`config.mk`:
```
export PLATFORM = sky130hd
export DESIGN_NAME = msgmii_cnvrxo_fltr_flat
export DESIGN_NICKNAME = d
export VERILOG_FILES = /design/src/rtl/msgmii_pkg.sv /design/src/rtl/msgmii_cnvrxo_fltr_if.sv /design/src/rtl/msgmii_sync2.sv /design/src/rtl/msgmii_cnvrxo_fltr.sv /design/src/flat_wrapper.sv
export SDC_FILE = /design/constraint.sdc
export NUM_CORES = 1
export LEC_CHECK = 0
export ABC_CLOCK_PERIOD_IN_PS = 1250
export BUFFER_PORTS_ARGS = -buffer_cell sky130_fd_sc_hd__buf_4
export CORE_MARGIN = 5
export CORE_UTILIZATION = 41
export DETAILED_ROUTE_END_ITERATION = 10
export GPL_ROUTABILITY_DRIVEN = 0
export GPL_TIMING_DRIVEN = 0
export PLACE_DENSITY = 0.76
export SLEW_MARGIN = 25
export SYNTH_ARGS = -nofsm -noshare
export SYNTH_HDL_FRONTEND = slang
export SYNTH_SLANG_ARGS = --single-unit
```
`constraint.sdc`:
```
create_clock -name rx_clki -period 1.25 [get_ports rx_clki]
set_input_delay 0.1875 -clock rx_clki [delete_from_list [all_inputs] [get_ports rx_clki]]
set_output_delay 0.1875 -clock rx_clki [all_outputs]
set_load 0.01 [all_outputs]
```
`src/rtl/msgmii_pkg.sv`:
```
// Shared M-SGMII definitions: buffer pointer/entry widths and the receive
// read-side FSM encoding.
package msgmii_pkg;

    localparam int unsigned MSGMII_PTRW = 4;
    localparam int unsigned MSGMII_ENTW = 10;

    typedef enum logic [0:0] {
        CNVRXO_SYNC = 1'b0,
        CNVRXO_RUN  = 1'b1
    } cnvrxo_state_e;

endpackage

```
`src/rtl/msgmii_cnvrxo_fltr_if.sv`:
```
// Receive elastic-buffer read port plus registered GMII receive outputs.
// The master modport is the read side; the slave is the buffer and MAC filter.
interface msgmii_cnvrxo_fltr_if;
    import msgmii_pkg::*;

    logic [MSGMII_PTRW-1:0] rxrdptr;
    logic [7:0]             rxdlcl1;
    logic                   rx_dvlcl1;
    logic                   rx_erlcl1;
    logic [7:0]             rxd;
    logic                   rx_dv;
    logic                   rx_er;

    modport master (
        output rxrdptr, rxd, rx_dv, rx_er,
        input  rxdlcl1, rx_dvlcl1, rx_erlcl1
    );

    modport slave (
        input  rxrdptr, rxd, rx_dv, rx_er,
        output rxdlcl1, rx_dvlcl1, rx_erlcl1
    );

endinterface

```
`src/rtl/msgmii_sync2.sv`:
```
// Generic two-flop bit synchroniser with asynchronous active-low reset.
module msgmii_sync2 (
    input  logic clk,
    input  logic rst_n,
    input  logic d,
    output logic q
);

    logic meta;

    always_ff @(posedge clk or negedge rst_n) begin
        if (!rst_n) begin
            meta <= 1'b0;
            q    <= 1'b0;
        end else begin
            meta <= d;
            q    <= meta;
        end
    end

endmodule

```
`src/rtl/msgmii_cnvrxo_fltr.sv`:
```
// M-SGMII receive elastic-buffer read side (rx_clki domain).
// Optional slip detection is compiled in by defining MSGMII_CNVRXO_SLIPDET_EN.
module msgmii_cnvrxo_fltr
    import msgmii_pkg::*;
(
    input  logic                    rx_clki,
    input  logic                    srrxi_n,
    input  logic                    rxhdptrpls,
    input  logic [MSGMII_PTRW-1:0]  rxhdptr,
    output logic                    locked,
    output logic [7:0]              slipcnt,
    msgmii_cnvrxo_fltr_if.master    bus
);

    cnvrxo_state_e          state_q, state_d;
    logic                   ps2, ps3, rise, slip;
    logic [MSGMII_PTRW-1:0] ptr_q, ptr_d;
    logic [MSGMII_ENTW-1:0] ent_q, ent_d;

    msgmii_sync2 u_sync (
        .clk   (rx_clki),
        .rst_n (srrxi_n),
        .d     (rxhdptrpls),
        .q     (ps2)
    );

    always_ff @(posedge rx_clki or negedge srrxi_n) begin
        if (!srrxi_n) ps3 <= 1'b0;
        else          ps3 <= ps2;
    end

    assign rise = ps2 & ~ps3;

    always_ff @(posedge rx_clki or negedge srrxi_n) begin
        if (!srrxi_n) state_q <= CNVRXO_SYNC;
        else          state_q <= state_d;
    end

    always_comb begin
        state_d = state_q;
        if (state_q == CNVRXO_SYNC && rise) state_d = CNVRXO_RUN;
    end

    always_comb begin
        locked = (state_q == CNVRXO_RUN);
    end

    // rxhdptr is only looked at in the rise cycle, by which time it is stable.
    always_comb begin
        ptr_d = '0;
        ent_d = '0;
        unique case (state_q)
            CNVRXO_SYNC: ptr_d = rise ? rxhdptr : '0;
            CNVRXO_RUN: begin
                ptr_d = rise ? rxhdptr : ptr_q + 4'd1;
                ent_d = {bus.rx_erlcl1 | slip, bus.rx_dvlcl1, bus.rxdlcl1};
            end
        endcase
    end

    always_ff @(posedge rx_clki or negedge srrxi_n) begin
        if (!srrxi_n) begin
            ptr_q <= '0;
            ent_q <= '0;
        end else begin
            ptr_q <= ptr_d;
            ent_q <= ent_d;
        end
    end

`ifdef MSGMII_CNVRXO_SLIPDET_EN
    logic [7:0] slipcnt_q;

    // A re-centre while a frame is being delivered corrupts that frame.
    assign slip = (state_q == CNVRXO_RUN) & rise & ent_q[8];

    always_ff @(posedge rx_clki or negedge srrxi_n) begin
        if (!srrxi_n)                         slipcnt_q <= 8'h00;
        else if (slip && slipcnt_q != 8'hFF)  slipcnt_q <= slipcnt_q + 8'd1;
    end

    assign slipcnt = slipcnt_q;
`else
    assign slip    = 1'b0;
    assign slipcnt = 8'h00;
`endif

    assign bus.rxrdptr = ptr_q;
    assign bus.rx_er   = ent_q[9];
    assign bus.rx_dv   = ent_q[8];
    assign bus.rxd     = ent_q[7:0];

endmodule

```
`src/flat_wrapper.sv`:
```
// flat-port wrapper written by rule: the top's interface ports become plain ports
module msgmii_cnvrxo_fltr_flat import msgmii_pkg::*;
  (rx_clki, srrxi_n, rxhdptrpls, rxhdptr, locked, slipcnt, bus_rxrdptr, bus_rxd, bus_rx_dv, bus_rx_er, bus_rxdlcl1, bus_rx_dvlcl1, bus_rx_erlcl1);
  msgmii_cnvrxo_fltr_if bus_i ();
  input  logic rx_clki;
  input  logic srrxi_n;
  input  logic rxhdptrpls;
  input  logic [MSGMII_PTRW-1:0] rxhdptr;
  output logic locked;
  output logic [7:0] slipcnt;
  output wire logic [$bits(bus_i.rxrdptr)-1:0] bus_rxrdptr;
  output wire logic [$bits(bus_i.rxd)-1:0] bus_rxd;
  output wire logic [$bits(bus_i.rx_dv)-1:0] bus_rx_dv;
  output wire logic [$bits(bus_i.rx_er)-1:0] bus_rx_er;
  input wire logic [$bits(bus_i.rxdlcl1)-1:0] bus_rxdlcl1;
  input wire logic [$bits(bus_i.rx_dvlcl1)-1:0] bus_rx_dvlcl1;
  input wire logic [$bits(bus_i.rx_erlcl1)-1:0] bus_rx_erlcl1;
  assign bus_rxrdptr = bus_i.rxrdptr;
  assign bus_rxd = bus_i.rxd;
  assign bus_rx_dv = bus_i.rx_dv;
  assign bus_rx_er = bus_i.rx_er;
  assign bus_i.rxdlcl1 = bus_rxdlcl1;
  assign bus_i.rx_dvlcl1 = bus_rx_dvlcl1;
  assign bus_i.rx_erlcl1 = bus_rx_erlcl1;
  msgmii_cnvrxo_fltr u_core (.rx_clki(rx_clki), .srrxi_n(srrxi_n), .rxhdptrpls(rxhdptrpls), .rxhdptr(rxhdptr), .locked(locked), .slipcnt(slipcnt), .bus(bus_i));
endmodule
```
==> results.tsv <==
stage	metric	value	unit
outcome	status	finished clean	
drt	num_vias	486	
sta	max_freq	944	MHz
layout	final_cell_mix	buf_4 (40), dfrtp_1 (18), and2_1 (10)	
die	core_area	1560	um^2
cts	worstSkewPairLatency	0.28	ns
sta	fin_crit_sh	0.848	
layout	n_fill_cell	131	
power_and_ir_drop	leakage	0.529	nW
global_routing	antenna_found_initial	0	
layout	mostFrequentLayoutCell	buf_4	
setup_path	crit_path_max_fanout	6	
power_and_ir_drop	power.density	1300	nW/um^2
setup_path	cp-start-kind	flop	
setup_path	path_buf_inv	1	
drt	vias_per_cell	4.23	
layout	diodes	0	
layout	syn_to_final_growth	46.3	%
power_and_ir_drop	p_total	0.00132	W
drt	post_drt_wl_per_cell	11.7	um
sta	rsz0062_at_grt	false	
cts	clkSinkCount	18	
sta	setup_viol	0	
yosys	ys_seq_area_frac	0.649	
sta	hold_violations	0	
cts	cts_setup_buffers	0	
yosys	syn_area	694	um^2
global_routing	grt_pass1_vias	520	
cts	htree_num_levels	1	
setup_path	cp.arrival	0.87	ns
place	port_buffers	31	
global_routing	grt_pass1_wl	2300	um
cts	clock_path_buffers	2	
setup_path	critPathMaxStageDelay	0.43	ns
drt	drc	0	
setup_path	path_class	reg2out	
cts	cts_tree	done	
sta	timing.final.crit_period	1.06	ns
cts	clockRootBuffer	clkbuf_4	
cts	numCtsBuffers	3	
setup_path	cp.required	1.06	ns
sta	setup_tns	0	ns
setup_path	cp_top_family	flip-flops	
yosys	syn_avg_cell_area	12.4	um^2
die	die_area	2620	um^2
die	die_h	51.2	um
layout	layout.nets	119	
die	io-pin-count	40	
setup_path	cp-end-kind	output port	
sta	slew_violations	0	
yosys	synthCells	56	
drt	antenna_left	0	
yosys	yosysWarningCount	0	
layout	layout-drive-gt1-share	0.455	
global_routing	track_usage	0.125	
global_routing	grt_max_degree	19	
die	rows	14	
yosys	ys_ff_latch	18	
sta	setup_ws	0.190	ns
power_and_ir_drop	peakVddDrop	0.698	mV
drt	dr.pass1.iters	1	
flow_run	cap_violations	0	
sta	timing.hold.ws	0.0874	ns
drt	routed_wl	1350	um
setup_path	cp_slowest_cell	dfrtp_1	
hold_path	min_path_type	in2reg	
drt	drt_iter0_drc	0	
sta	clock_skew	0.00353	ns
die	die_w	51.2	um
yosys	yosysUniqueCellTypes	15	
place	place_ws	0.297	ns
setup_path	crit_chain	buf_4	
die	initial_core_util	0.445	
cts	clk_pin_slew_worst_paths	0.09	ns
global_routing	overflow	0	
per-stage QoR:
stage,utilization,instance area (um^2),cells
floorplan,-,721,63
global placement,0.624,973,110
detailed placement,0.624,973,110
CTS,0.652,1020,115
global route,0.652,1020,115
finish,0.652,1020,115
sequential cells by signal (all words and copies together), names as in the netlist:
name / count
u_core.ps3: 1
u_core.ent_q: 10
u_core.u_sync.meta: 1
u_core.locked: 1
u_core.bus.rxrdptr: 4
u_core.u_sync.q: 1
cell type report:
class	count	area (um^2)	area share
buffer	9	67.6	0.0665
multi-input combinational	36	203	0.200
tap	16	20.0	0.0197
sequential	18	450	0.443
timing repair buffer	33	253	0.249
clock buffer	3	22.5	0.0222
cell families after synthesis:
logic type | synth area share
AO/OA/AOI/OAI | 0.0198
adder cells (fa/ha/maj) | 0.0180
other | 0.00540
AND/OR/NAND/NOR | 0.186
flip-flops | 0.649
XOR/XNOR | 0.0252
buffers and inverters | 0.0973
power breakdown:
part | leakage [nW] | internal (W) | switching, W | total, W
Combinational | 0.307 | 0.000202 | 0.000146 | 0.000348
Clock | 0.0138 | 0.000112 | 0.000156 | 0.000267
Sequential | 0.208 | 0.000655 | 0.0000546 | 0.000709
Total | 0.529 | 0.000968 | 0.000356 | 0.00132
timing repair:
| item | in CTS | in global routing |
|---|---|---|
| hold buffers | 2 | 0 |
| hold endpoints to repair | 19 | 0 |
| gates resized for setup | 0 | 0 |
final timing paths:
check | from | endpoint | slack [ns] | cells past startpoint
hold reg to reg | u_core.u_sync.meta | u_core.u_sync.q | 0.36 | 0
setup reg to reg | u_core.bus.rxrdptr[0] | u_core.bus.rxrdptr[2] | 0.29 | 3
max in group asynchronous | srrxi_n | u_core.ent_q[1] | 0.77 | 2
min in group asynchronous | srrxi_n | u_core.ent_q[4] | 0.30 | 2
hold / removal | rxhdptr[0] | u_core.bus.rxrdptr[0] | 0.09 | 3
setup / recovery | u_core.locked | locked | 0.19 | 1
cell usage after synthesis, drive strengths merged:
library cell | count | area share
ha | 1 | 0.018
nand3 | 2 | 0.014
nand2 | 7 | 0.038
nand2b | 2 | 0.022
o21ai | 2 | 0.020
dfrtp | 18 | 0.65
buf | 9 | 0.097
and2b | 1 | 0.011
and2 | 10 | 0.090
conb | 1 | 0.0054
xor2 | 1 | 0.013
xnor2 | 1 | 0.013
nand3b | 1 | 0.011
layer usage:
layer | vias up | track usage | part of all wire
li1 | 244 | - | -
met1 | 213 | 0.137 | 0.37
met2 | 27 | 0.204 | 0.49
met3 | 2 | 0.0349 | 0.12
met4 | 0 | 0.0942 | 0.020
met5 | - | 0 | 0
(Power assumes the default switching activity.)
